### src/rtl/fu_div_pkg.sv
// fu_div_pkg: shared FU types, divide op set and iteration counts for fu_div.
package fu_div_pkg;
   localparam int XLEN       = 64;
   localparam int DIV_ITER_D = 64;
   localparam int DIV_ITER_W = 32;
   typedef enum logic [2:0] {DIV, DIVU, REM, REMU, DIVW, DIVUW, REMW, REMUW} div_set_t;
   typedef struct packed {
      div_set_t div;
   } fu_op_t;
   typedef struct packed {
      logic [XLEN-1:0] pc;
      logic [7:0]      id;
      logic [5:0]      prd;
      logic [XLEN-1:0] rs1val;
      logic [XLEN-1:0] rs2val;
      fu_op_t          op;
   } fu_input_t;
   typedef struct packed {
      logic [XLEN-1:0] pc;
      logic [7:0]      id;
      logic [5:0]      prd;
      logic [XLEN-1:0] rdval;
   } fu_output_t;
   function automatic logic [XLEN-1:0] sext32(input logic [31:0] v);
      return {{(XLEN-32){v[31]}}, v};
   endfunction
endpackage

### src/rtl/fu_div_step.sv
// fu_div_step: one combinational restoring-division iteration (r,q,d) -> (r',q').
module fu_div_step
   import fu_div_pkg::*;
(
   input  logic [XLEN-1:0] r,
   input  logic [XLEN-1:0] q,
   input  logic [XLEN-1:0] d,
   output logic [XLEN-1:0] r_n,
   output logic [XLEN-1:0] q_n
);
   // shifted partial remainder can exceed XLEN bits before the compare
   logic [XLEN:0] rs, diff;
   logic ge;
   assign rs   = {r, q[XLEN-1]};
   assign diff = rs - {1'b0, d};
   assign ge   = rs >= {1'b0, d};
   assign r_n  = ge ? diff[XLEN-1:0] : rs[XLEN-1:0];
   assign q_n  = {q[XLEN-2:0], ge};
endmodule

### src/rtl/fu_div.sv
// fu_div: iterative radix-2 RV64M divide unit (DIV/DIVU/REM/REMU + W forms).
// FU_DIV_EARLY_OUT_EN: resolve divide-by-zero and signed overflow at accept, skipping iteration.
module fu_div
   import fu_div_pkg::*;
#(
   parameter int ITER_D = DIV_ITER_D,
   parameter int ITER_W = DIV_ITER_W
)(
   input  logic       clk_i,
   input  logic       rst_i,
   input  logic       flush_i,
   input  logic       in_valid_i,
   output logic       in_ready_o,
   input  fu_input_t  in_i,
   output logic       out_valid_o,
   input  logic       out_ready_i,
   output fu_output_t out_o,
   output logic       busy_o
);
   typedef enum logic [1:0] {IDLE, CALC, FIXUP, DONE} div_state_t;
   div_state_t state;
   logic [6:0] cnt;
   logic [XLEN-1:0] r, q, d, r_n, q_n;
   logic neg_q, neg_r, is_w_q, is_rem_q;
   logic sgn, is_w, is_rem, sa, sb;
   logic [XLEN-1:0] a_ext, b_ext, abs_a, abs_b, q_fix, r_fix, res;
   assign sgn    = in_i.op.div inside {DIV, REM, DIVW, REMW};
   assign is_w   = in_i.op.div inside {DIVW, DIVUW, REMW, REMUW};
   assign is_rem = in_i.op.div inside {REM, REMU, REMW, REMUW};
   // W operands are widened to XLEN so one abs/sign path serves both widths
   assign a_ext  = is_w ? (sgn ? sext32(in_i.rs1val[31:0]) : {32'b0, in_i.rs1val[31:0]}) : in_i.rs1val;
   assign b_ext  = is_w ? (sgn ? sext32(in_i.rs2val[31:0]) : {32'b0, in_i.rs2val[31:0]}) : in_i.rs2val;
   assign sa     = sgn & a_ext[XLEN-1];
   assign sb     = sgn & b_ext[XLEN-1];
   assign abs_a  = sa ? -a_ext : a_ext;
   assign abs_b  = sb ? -b_ext : b_ext;
   assign q_fix  = neg_q ? -q : q;
   assign r_fix  = neg_r ? -r : r;
   assign res    = is_rem_q ? r_fix : q_fix;
   assign in_ready_o = (state == IDLE) && !flush_i;
   assign busy_o     = state != IDLE;
`ifdef FU_DIV_EARLY_OUT_EN
   logic early;
   logic [XLEN-1:0] early_val;
   assign early = (abs_b == '0) ||
                  (sa && b_ext == '1 && a_ext == (is_w ? sext32(32'h8000_0000) : {1'b1, {(XLEN-1){1'b0}}}));
   assign early_val = (abs_b == '0) ?
                      (is_rem ? (is_w ? sext32(in_i.rs1val[31:0]) : in_i.rs1val) : '1) :
                      (is_rem ? '0 : a_ext);
`endif
   fu_div_step u_step (.r(r), .q(q), .d(d), .r_n(r_n), .q_n(q_n));
   always_ff @(posedge clk_i or posedge rst_i) begin
      if (rst_i) begin
         state       <= IDLE;
         cnt         <= '0;
         r           <= '0;
         q           <= '0;
         d           <= '0;
         neg_q       <= 1'b0;
         neg_r       <= 1'b0;
         is_w_q      <= 1'b0;
         is_rem_q    <= 1'b0;
         out_valid_o <= 1'b0;
         out_o       <= '0;
      end else if (flush_i) begin
         state       <= IDLE;
         out_valid_o <= 1'b0;
      end else begin
         case (state)
            IDLE: if (in_valid_i) begin
               out_o.pc  <= in_i.pc;
               out_o.id  <= in_i.id;
               out_o.prd <= in_i.prd;
               is_w_q    <= is_w;
               is_rem_q  <= is_rem;
               neg_q     <= (sa ^ sb) && (abs_b != '0);
               neg_r     <= sa;
               r         <= '0;
               // W dividends sit in the top half so 32 shifts bring them through
               q         <= is_w ? {abs_a[31:0], 32'b0} : abs_a;
               d         <= abs_b;
               cnt       <= is_w ? 7'(ITER_W) : 7'(ITER_D);
`ifdef FU_DIV_EARLY_OUT_EN
               if (early) begin
                  out_o.rdval <= early_val;
                  out_valid_o <= 1'b1;
                  state       <= DONE;
               end else
`endif
               state <= CALC;
            end
            CALC: begin
               r     <= r_n;
               q     <= q_n;
               cnt   <= cnt - 7'd1;
               state <= (cnt == 7'd1) ? FIXUP : CALC;
            end
            FIXUP: begin
               out_o.rdval <= is_w_q ? sext32(res[31:0]) : res;
               out_valid_o <= 1'b1;
               state       <= DONE;
            end
            DONE: if (out_ready_i) begin
               out_valid_o <= 1'b0;
               state       <= IDLE;
            end
            default: state <= IDLE;
         endcase
      end
   end
endmodule
### config.mk
export PLATFORM = sky130hd
export DESIGN_NAME = fu_div
export DESIGN_NICKNAME = d
export VERILOG_FILES = /design/src/rtl/fu_div_pkg.sv /design/src/rtl/fu_div_step.sv /design/src/rtl/fu_div.sv
export SDC_FILE = /design/constraint.sdc
export NUM_CORES = 1
export LEC_CHECK = 0
export ABC_AREA = 1
export BUFFER_PORTS_ARGS = -buffer_cell sky130_fd_sc_hd__buf_2
export CORE_MARGIN = 3
export CORE_UTILIZATION = 45
export DETAILED_ROUTE_END_ITERATION = 7
export PLACE_DENSITY_LB_ADDON = 0.15
export SLEW_MARGIN = 20
export SYNTH_ARGS = -nofsm -noshare
export SYNTH_HDL_FRONTEND = slang
export SYNTH_SLANG_ARGS = --single-unit
### constraint.sdc
create_clock -name clk_i -period 22.1 [get_ports clk_i]
set_clock_uncertainty 0.1 [all_clocks]
set_input_delay 1.105 -clock clk_i [delete_from_list [all_inputs] [get_ports clk_i]]
set_output_delay 1.105 -clock clk_i [all_outputs]
set_load 0.01 [all_outputs]
After elaboration in Yosys (flattened, before gate mapping)
Index checks and enable logic that the tools add are counted.

storage, ports and cells
  bits in registers = 348
  bits in latches = 0
  RAM bits = 0
  memory bits (read-only) = 0
  input port bits = 214
  output and inout port bits = 145
  word-level logic and storage cells = 82
  memories kept = 0

cells by class
  $add $sub $neg = 6
  multipliers = 0
  divide/modulo/power cells = 0
  magnitude comparators = 1
  equal/unequal tests = 13
  shift operators = 0
  multiplexer cells = 27
  bitwise gates (word level) = 4
  reductions and logical operators = 17

operators by type and width
  cell                                                                count
  64-bit two-way mux                                                  14
  64-bit negator                                                      4
  64-bit one-hot mux with 2 select lines                              2
  65-bit by 64-bit greater-or-equal comparator with 1-bit output      1
  64-bit nonzero test                                                 1
  64-bit subtractor                                                   1
  7-bit two-way mux                                                   2
  7-bit one-hot mux with 2 select lines                               1
  3-bit == test, second input constant                                4
  4-bit nonzero test                                                  3
  2-bit two-way mux                                                   4
  2-bit one-hot mux with 4 select lines                               1
  7-bit by 1-bit == test with 1-bit output, second input constant     1
  7-bit by 1-bit subtractor with 7-bit output, second input constant  1
  3-bit by 2-bit == test with 1-bit output, second input constant     2
  3-bit inequality test, second input constant                        2
  2-bit AND reduction                                                 3
  3-bit AND reduction                                                 2
  2-bit == test, second input constant                                2
  2-bit nonzero test                                                  2
  3-bit zero test                                                     1
  3-bit nonzero test                                                  1
  1-bit bitwise AND                                                   2
  2-bit by 1-bit == test with 1-bit output, second input constant     1
  other kinds (8)                                                     10

Longest topological paths before layout
  depth in word-level cells = 9
  mapped depth = 20
  gate-level depth less buffers = 18

Cells and area by module
A second synthesis with hierarchy kept.

unflattened totals
  cell total of the unflattened synthesis = 5226
  area, all modules = 31310.0 µm²

modules (own cells, without submodules)
  module       times used  cells each  area each (µm²)  seq. area each (µm²)
  fu_div       1           3586        23593.9          8708.4
  fu_div_step  1           1640        7716.2           0.0

Worst setup path after synthesis
OpenSTA, ideal clock, no wires.

  path type = input -> register
  start = input in_i[68] (netlist bit)
  end = register q[54]
  setup time = 0.118 ns
  arrival time = 2.682 ns
  data required time = 21.882 ns
  setup slack = 19.200 ns
  stages on the path = 14
  buffers on the path = 0
  path through = inv_1 > ha_1 > nand4_1 > nor2_2 > nand3_1 > nand3b_1 > nor2_2 > nand3_2 > o21ai_2 > nand2_1 > nand2_1 > nand2_1 > a21oi_1 > nor2_1

between the ends
  word-level cells in the longest chain between the ends = 7

ends and longest elaborated chain
  what                                      line          RTL
  start: declaration                        fu_div.sv:14  input fu_input_t in_i,
  64-bit two-way mux                        fu_div.sv:31  assign a_ext = is_w ? (sgn ? sext32(in_i.rs1val[31:0]) : {32'b0, in_i.rs1val[31:0]}) : in_i.rs1val;
  64-bit two-way mux *                      fu_div.sv:31
  64-bit negator *                          fu_div.sv:35  assign abs_a = sa ? -a_ext : a_ext;
  64-bit two-way mux *                      fu_div.sv:35
  64-bit two-way mux *                      fu_div.sv:80  q <= is_w ? {abs_a[31:0], 32'b0} : abs_a;
  64-bit two-way mux *                      fu_div.sv:70  IDLE: if (in_valid_i) begin
  64-bit one-hot mux with 2 select lines *  fu_div.sv:69  case (state)
  end signal: assignment                    fu_div.sv:80
  end signal: assignment                    fu_div.sv:94  q <= q_n;
  end: declaration                          fu_div.sv:23  logic [XLEN-1:0] r, q, d, r_n, q_n;

Every way passes the cells marked *; elsewhere a longest branch is shown, timed or not. The select of a mux whose other input is x is not followed.
A chain may end at the register's enable or synchronous reset.

Worst setup path after layout
  start = register r[47]
  end = register r[62]

between the ends
  word-level cells in the longest chain between the ends = 3
  elaborated cells on any way between the ends = 4
  classes of those cells = add/sub (1); order compare (1); mux (2)

ends and longest elaborated chain
  what                                                                                                 line                                  RTL
  start: declaration                                                                                   fu_div.sv:23
  start signal: assignment                                                                             fu_div.sv:93                          r <= r_n;
  64-bit subtractor or 65-bit by 64-bit greater-or-equal comparator with 1-bit output (tied branches)  fu_div_step.sv:15, fu_div_step.sv:16
  64-bit two-way mux *                                                                                 fu_div_step.sv:17                     assign r_n = ge ? diff[XLEN-1:0] : rs[XLEN-1:0];
  64-bit one-hot mux with 2 select lines *                                                             fu_div.sv:69

Every way passes the cells marked *; elsewhere a longest branch is shown, timed or not.

==> metrics.txt <==
# TYPE chip_impl_metric gauge
chip_impl_metric{name="cell_internal_pwr",unit="mW"} 1.68
chip_impl_metric{name="totalWireLength",unit="um"} 115000
chip_impl_metric{name="timing.final.max_slew_violations",unit=""} 0
chip_impl_metric{name="start_util",unit="%"} 45.9
chip_impl_info{name="timing.setup.critical_path_class",value="reg2reg"} 1
chip_impl_metric{name="report.final.setup_viol",unit=""} 0
chip_impl_info{name="timing.critical_path.to_type",value="flop"} 1
chip_impl_metric{name="ctsResizeCount",unit=""} 0
chip_impl_metric{name="post_synth_instance_area",unit="mm2"} 0.0293
chip_impl_metric{name="syn_nets",unit=""} 4964
chip_impl_metric{name="cts_sinks",unit=""} 348
chip_impl_metric{name="port_buffers",unit=""} 358
chip_impl_metric{name="critPathArrivalTime",unit="ns"} 4.62
chip_impl_metric{name="cellPowerDensity",unit="mW/mm2"} 86.3
chip_impl_metric{name="die_area",unit="mm2"} 0.0682
chip_impl_info{name="ys_top_cells_by_area",value="sky130_fd_sc_hd__dfrtp_1 30%, sky130_fd_sc_hd__nand2_1 19%, sky130_fd_sc_hd__nor2_1 7.4%"} 1
chip_impl_info{name="worst_path_max_delay_cell",value="sky130_fd_sc_hd__buf_4"} 1
chip_impl_metric{name="chip_width",unit="um"} 261
chip_impl_metric{name="areaGrowthSynthToFinish",unit="%"} 13.7
chip_impl_info{name="timing.critical_path.mode_cell",value="sky130_fd_sc_hd__nand2_1"} 1
chip_impl_metric{name="wl_per_cell",unit="um"} 19.6
chip_impl_metric{name="worst_slew_pin_slew",unit="ns"} 0.963
chip_impl_metric{name="syn_area_per_cell",unit="um2"} 6.26
chip_impl_metric{name="per_cell_via_count_in_the_routed_design",unit=""} 5.49
chip_impl_metric{name="htree_num_levels",unit=""} 2
chip_impl_metric{name="maximum_root_to_sink_buffer_count",unit=""} 3
chip_impl_metric{name="setup_total_negative_slack",unit="ns"} 0
chip_impl_metric{name="global_router_s_overall_resource_usage",unit="%"} 32.7
chip_impl_info{name="timing.critical_path.cells",value="ha_1 > nand2_1 > nor2_1 > nand2_1 > nor4_1 > a41oi_1 > nand2_2 > buf_4 > nand3_1 > nand3_1 > nand2_1"} 1
chip_impl_metric{name="layout-drive-gt1-share",unit="%"} 12.2
chip_impl_metric{name="post-cts-setup-buffers",unit=""} 0
chip_impl_metric{name="row_count",unit=""} 92
chip_impl_metric{name="finalWeightedCongestion",unit=""} 0.988
chip_impl_metric{name="detailed_route_drc_error_count",unit=""} 0
chip_impl_metric{name="final_antenna_net_count",unit=""} 0
chip_impl_metric{name="die_height",unit="um"} 261
chip_impl_metric{name="pre_cts_slack",unit="ns"} 17.38
chip_impl_metric{name="maxSlewHeadroom",unit="%"} 35.8
chip_impl_metric{name="number_of_antenna_violations_at_the_first_check_in_global_routing",unit=""} 1
chip_impl_metric{name="syn_inst",unit=""} 4679
chip_impl_info{name="yosys.cell_count.top_type",value="sky130_fd_sc_hd__nand2_1"} 1
chip_impl_metric{name="total_switching_power",unit="mW"} 1.20
chip_impl_info{name="synth_top_flop_cell",value="sky130_fd_sc_hd__dfrtp_1"} 1
chip_impl_metric{name="gr-total-overflow",unit=""} 0
chip_impl_info{name="timing.hold.worst.class",value="reg2reg"} 1
chip_impl_metric{name="drt_iter0_drc",unit=""} 3439
chip_impl_metric{name="largest_net_degree_at_the_start_of_global_routing",unit=""} 91
chip_impl_metric{name="finalWorstSetupSlack",unit="ns"} 17.88
chip_impl_metric{name="via_count",unit=""} 32000
chip_impl_info{name="grt_setup_unrepaired",value="no"} 1
chip_impl_metric{name="cts.clk_slew.worst_paths",unit="ns"} 0.07
chip_impl_metric{name="ctsHoldBuffers",unit=""} 0
chip_impl_metric{name="yosysWarnings",unit=""} 0
chip_impl_metric{name="switching_share",unit="%"} 41.6
chip_impl_metric{name="cp_max_fo",unit=""} 72
chip_impl_metric{name="antenna_cells_inserted",unit=""} 0
chip_impl_metric{name="clock_power_share",unit="%"} 29.6
chip_impl_metric{name="grt_pass1_vias",unit=""} 29600
chip_impl_metric{name="hpwlAfterDp",unit="um"} 90600
chip_impl_metric{name="p_seq_share",unit="%"} 31.4
chip_impl_info{name="yosys-top-cells-count",value="1491 x sky130_fd_sc_hd__nand2_1, 580 x sky130_fd_sc_hd__nor2_1, 548 x sky130_fd_sc_hd__inv_1"} 1
chip_impl_info{name="ctsRootBufferMaster",value="sky130_fd_sc_hd__clkbuf_16"} 1
chip_impl_metric{name="design.portCount",unit=""} 359
chip_impl_metric{name="clock_buffers_created_by_tritoncts",unit=""} 46
chip_impl_metric{name="final.fill_count",unit=""} 6780
chip_impl_metric{name="layout_min_cycle_time",unit="ns"} 4.22
chip_impl_metric{name="clock_latency_at_the_later_pin_of_the_worst_skew_pair",unit="ns"} 0.62
chip_impl_metric{name="timing_hold_violations_final",unit=""} 0
chip_impl_metric{name="synth_edf_count",unit=""} 0
chip_impl_info{name="synth_top_area_cell",value="sky130_fd_sc_hd__dfrtp_1"} 1
chip_impl_metric{name="synth_sequential_area_ratio",unit="%"} 29.7
chip_impl_metric{name="synthDistinctLibCells",unit=""} 69
chip_impl_metric{name="finalCritPeriodShare",unit="%"} 19.1
chip_impl_metric{name="delay_of_the_slowest_critical_path_stage",unit="ns"} 0.73
chip_impl_metric{name="synth.ff_latch_count",unit=""} 348
chip_impl_metric{name="fmax",unit="GHz"} 0.237
chip_impl_info{name="cts_tree",value="built"} 1
chip_impl_metric{name="drt-pass1-iter-count",unit=""} 7
chip_impl_metric{name="yosysTopAreaCellShare",unit="%"} 29.7
chip_impl_metric{name="postSynth.asyncResetShare",unit="%"} 100
chip_impl_metric{name="power.static_leakage",unit="nW"} 17.5
chip_impl_metric{name="cap_viol_max_count",unit=""} 0
chip_impl_metric{name="coreArea",unit="mm2"} 0.0638
chip_impl_metric{name="power.combinational.fraction",unit="%"} 39.0
chip_impl_metric{name="worst-endpoint-required",unit="ns"} 22.50
chip_impl_info{name="worst_setup_path_start_kind",value="flop"} 1
chip_impl_metric{name="fin_nets",unit=""} 5235
chip_impl_metric{name="grt_first_pass_wirelength",unit="um"} 174000
chip_impl_metric{name="worst_ir_drop_vdd",unit="mV"} 0.0835
chip_impl_info{name="run_status",value="finished, final reports clean"} 1
-- stage by stage --
stage	util (%)	hold WS [ns]	power [mW]	std cells	cell area [um2]
3_3_place_gp	49.5	0.350	2.00	5748	31600
3_5_place_dp	49.5	0.353	2.01	5748	31600
4_1_cts	52.2	0.369	2.87	5832	33300
2_1_floorplan	-	0.353	1.60	4679	29300
6_report	52.2	0.366	2.87	5832	33300
5_1_grt	52.2	0.385	3.05	5832	33300
-- worst paths after layout --
kind	start	to	slack (ns)	depth (start not counted)
worst max register to register	r[47]	r[62]	17.88	11
min in group asynchronous	rst_i	d[4]	0.51	2
worst max-delay path	r[47]	r[62]	17.88	11
worst min-delay path	out_o[67]	out_o[67]	0.37	2
max in group asynchronous	rst_i	q[40]	19.19	4
worst min register to register	out_o[67]	out_o[67]	0.37	2
-- registers in the layout (all words and copies together), names as in the netlist --
name	count
r	64
out_valid_o	1
q	64
neg_q	1
cnt	7
out_o	142
state	2
is_w_q	1
is_rem_q	1
d	64
neg_r	1
-- worst max-delay path, delay by kind of cell, from the launching register on --
family                     cells  cell delay [ns]
AOI/OAI and AO/OA              1             0.25
adders and majority gates      1             0.42
buffers and inverters          1             0.73
DFF                            1             0.51
and+or+nand+nor                8             2.06
-- per-layer routing --
| metal | global-route usage [%] | vias up | wire length (um) |
|---|---|---|---|
| met5 | 0 | - | 13 |
| met4 | 9.41 | 2 | 3420 |
| met3 | 6.73 | 207 | 10100 |
| met2 | 50.7 | 1346 | 50200 |
| met1 | 46.1 | 14800 | 50800 |
| li1 | - | 15700 | - |
-- layout by cell type, fill, tap and decap left out, types with 12 or more instances in the layout --
master,n
sky130_fd_sc_hd__nor3_1,63
sky130_fd_sc_hd__o211ai_1,32
sky130_fd_sc_hd__inv_1,546
sky130_fd_sc_hd__or2_2,26
sky130_fd_sc_hd__a31oi_1,23
sky130_fd_sc_hd__nor4_1,23
sky130_fd_sc_hd__nand4_1,49
sky130_fd_sc_hd__buf_4,29
sky130_fd_sc_hd__clkbuf_16,46
sky130_fd_sc_hd__inv_2,13
sky130_fd_sc_hd__nand3_1,315
sky130_fd_sc_hd__nand2_2,19
sky130_fd_sc_hd__a2bb2oi_1,18
sky130_fd_sc_hd__xnor2_1,32
sky130_fd_sc_hd__nand3b_1,16
sky130_fd_sc_hd__nand2_1,1491
sky130_fd_sc_hd__a21oi_1,225
sky130_fd_sc_hd__nor2_2,25
sky130_fd_sc_hd__ha_1,70
sky130_fd_sc_hd__dfrtp_1,346
sky130_fd_sc_hd__nor2_1,576
sky130_fd_sc_hd__xor2_1,94
sky130_fd_sc_hd__buf_2,358
sky130_fd_sc_hd__o21a_1,12
sky130_fd_sc_hd__nand3_2,12
sky130_fd_sc_hd__o21ai_0,271
sky130_fd_sc_hd__o221ai_1,37
sky130_fd_sc_hd__o21ai_1,32
-- logic make-up (layout without fill, tap and decap cells) --
kind of cell / after synthesis / in the layout / synth area share, %
buffers and inverters: 726 / 1033 / 10.1
flip-flops: 348 / 348 / 29.7
AO/OA/AOI/OAI: 748 / 748 / 15.0
XOR/XNOR: 127 / 127 / 3.82
adder cells (fa/ha/maj): 71 / 71 / 3.06
AND/OR/NAND/NOR: 2659 / 2659 / 38.3
-- power by group through the flow --
| stage | sequential, mW | combinational (mW) | clock, mW |
|---|---|---|---|
| 6_report | 0.901 | 1.12 | 0.852 |
| 5_1_grt | 0.919 | 1.24 | 0.889 |
| 2_1_floorplan | 0.921 | 0.681 | 0 |
| 4_1_cts | 0.898 | 1.11 | 0.864 |
| 3_5_place_dp | 0.906 | 1.10 | 0 |
| 3_3_place_gp | 0.906 | 1.10 | 0 |
-- layout make-up --
cell class | count | area [um2] | area share, %
Clock inverter | 22 | 419 | 1.26
Timing Repair Buffer | 387 | 2010 | 6.04
Sequential cell | 348 | 8710 | 26.2
Multi-Input combinational cell | 3605 | 17700 | 53.1
Tap cell | 846 | 1060 | 3.18
Clock buffer | 62 | 1290 | 3.88
Inverter | 562 | 2120 | 6.38
Power figures use the tool's default switching activity.
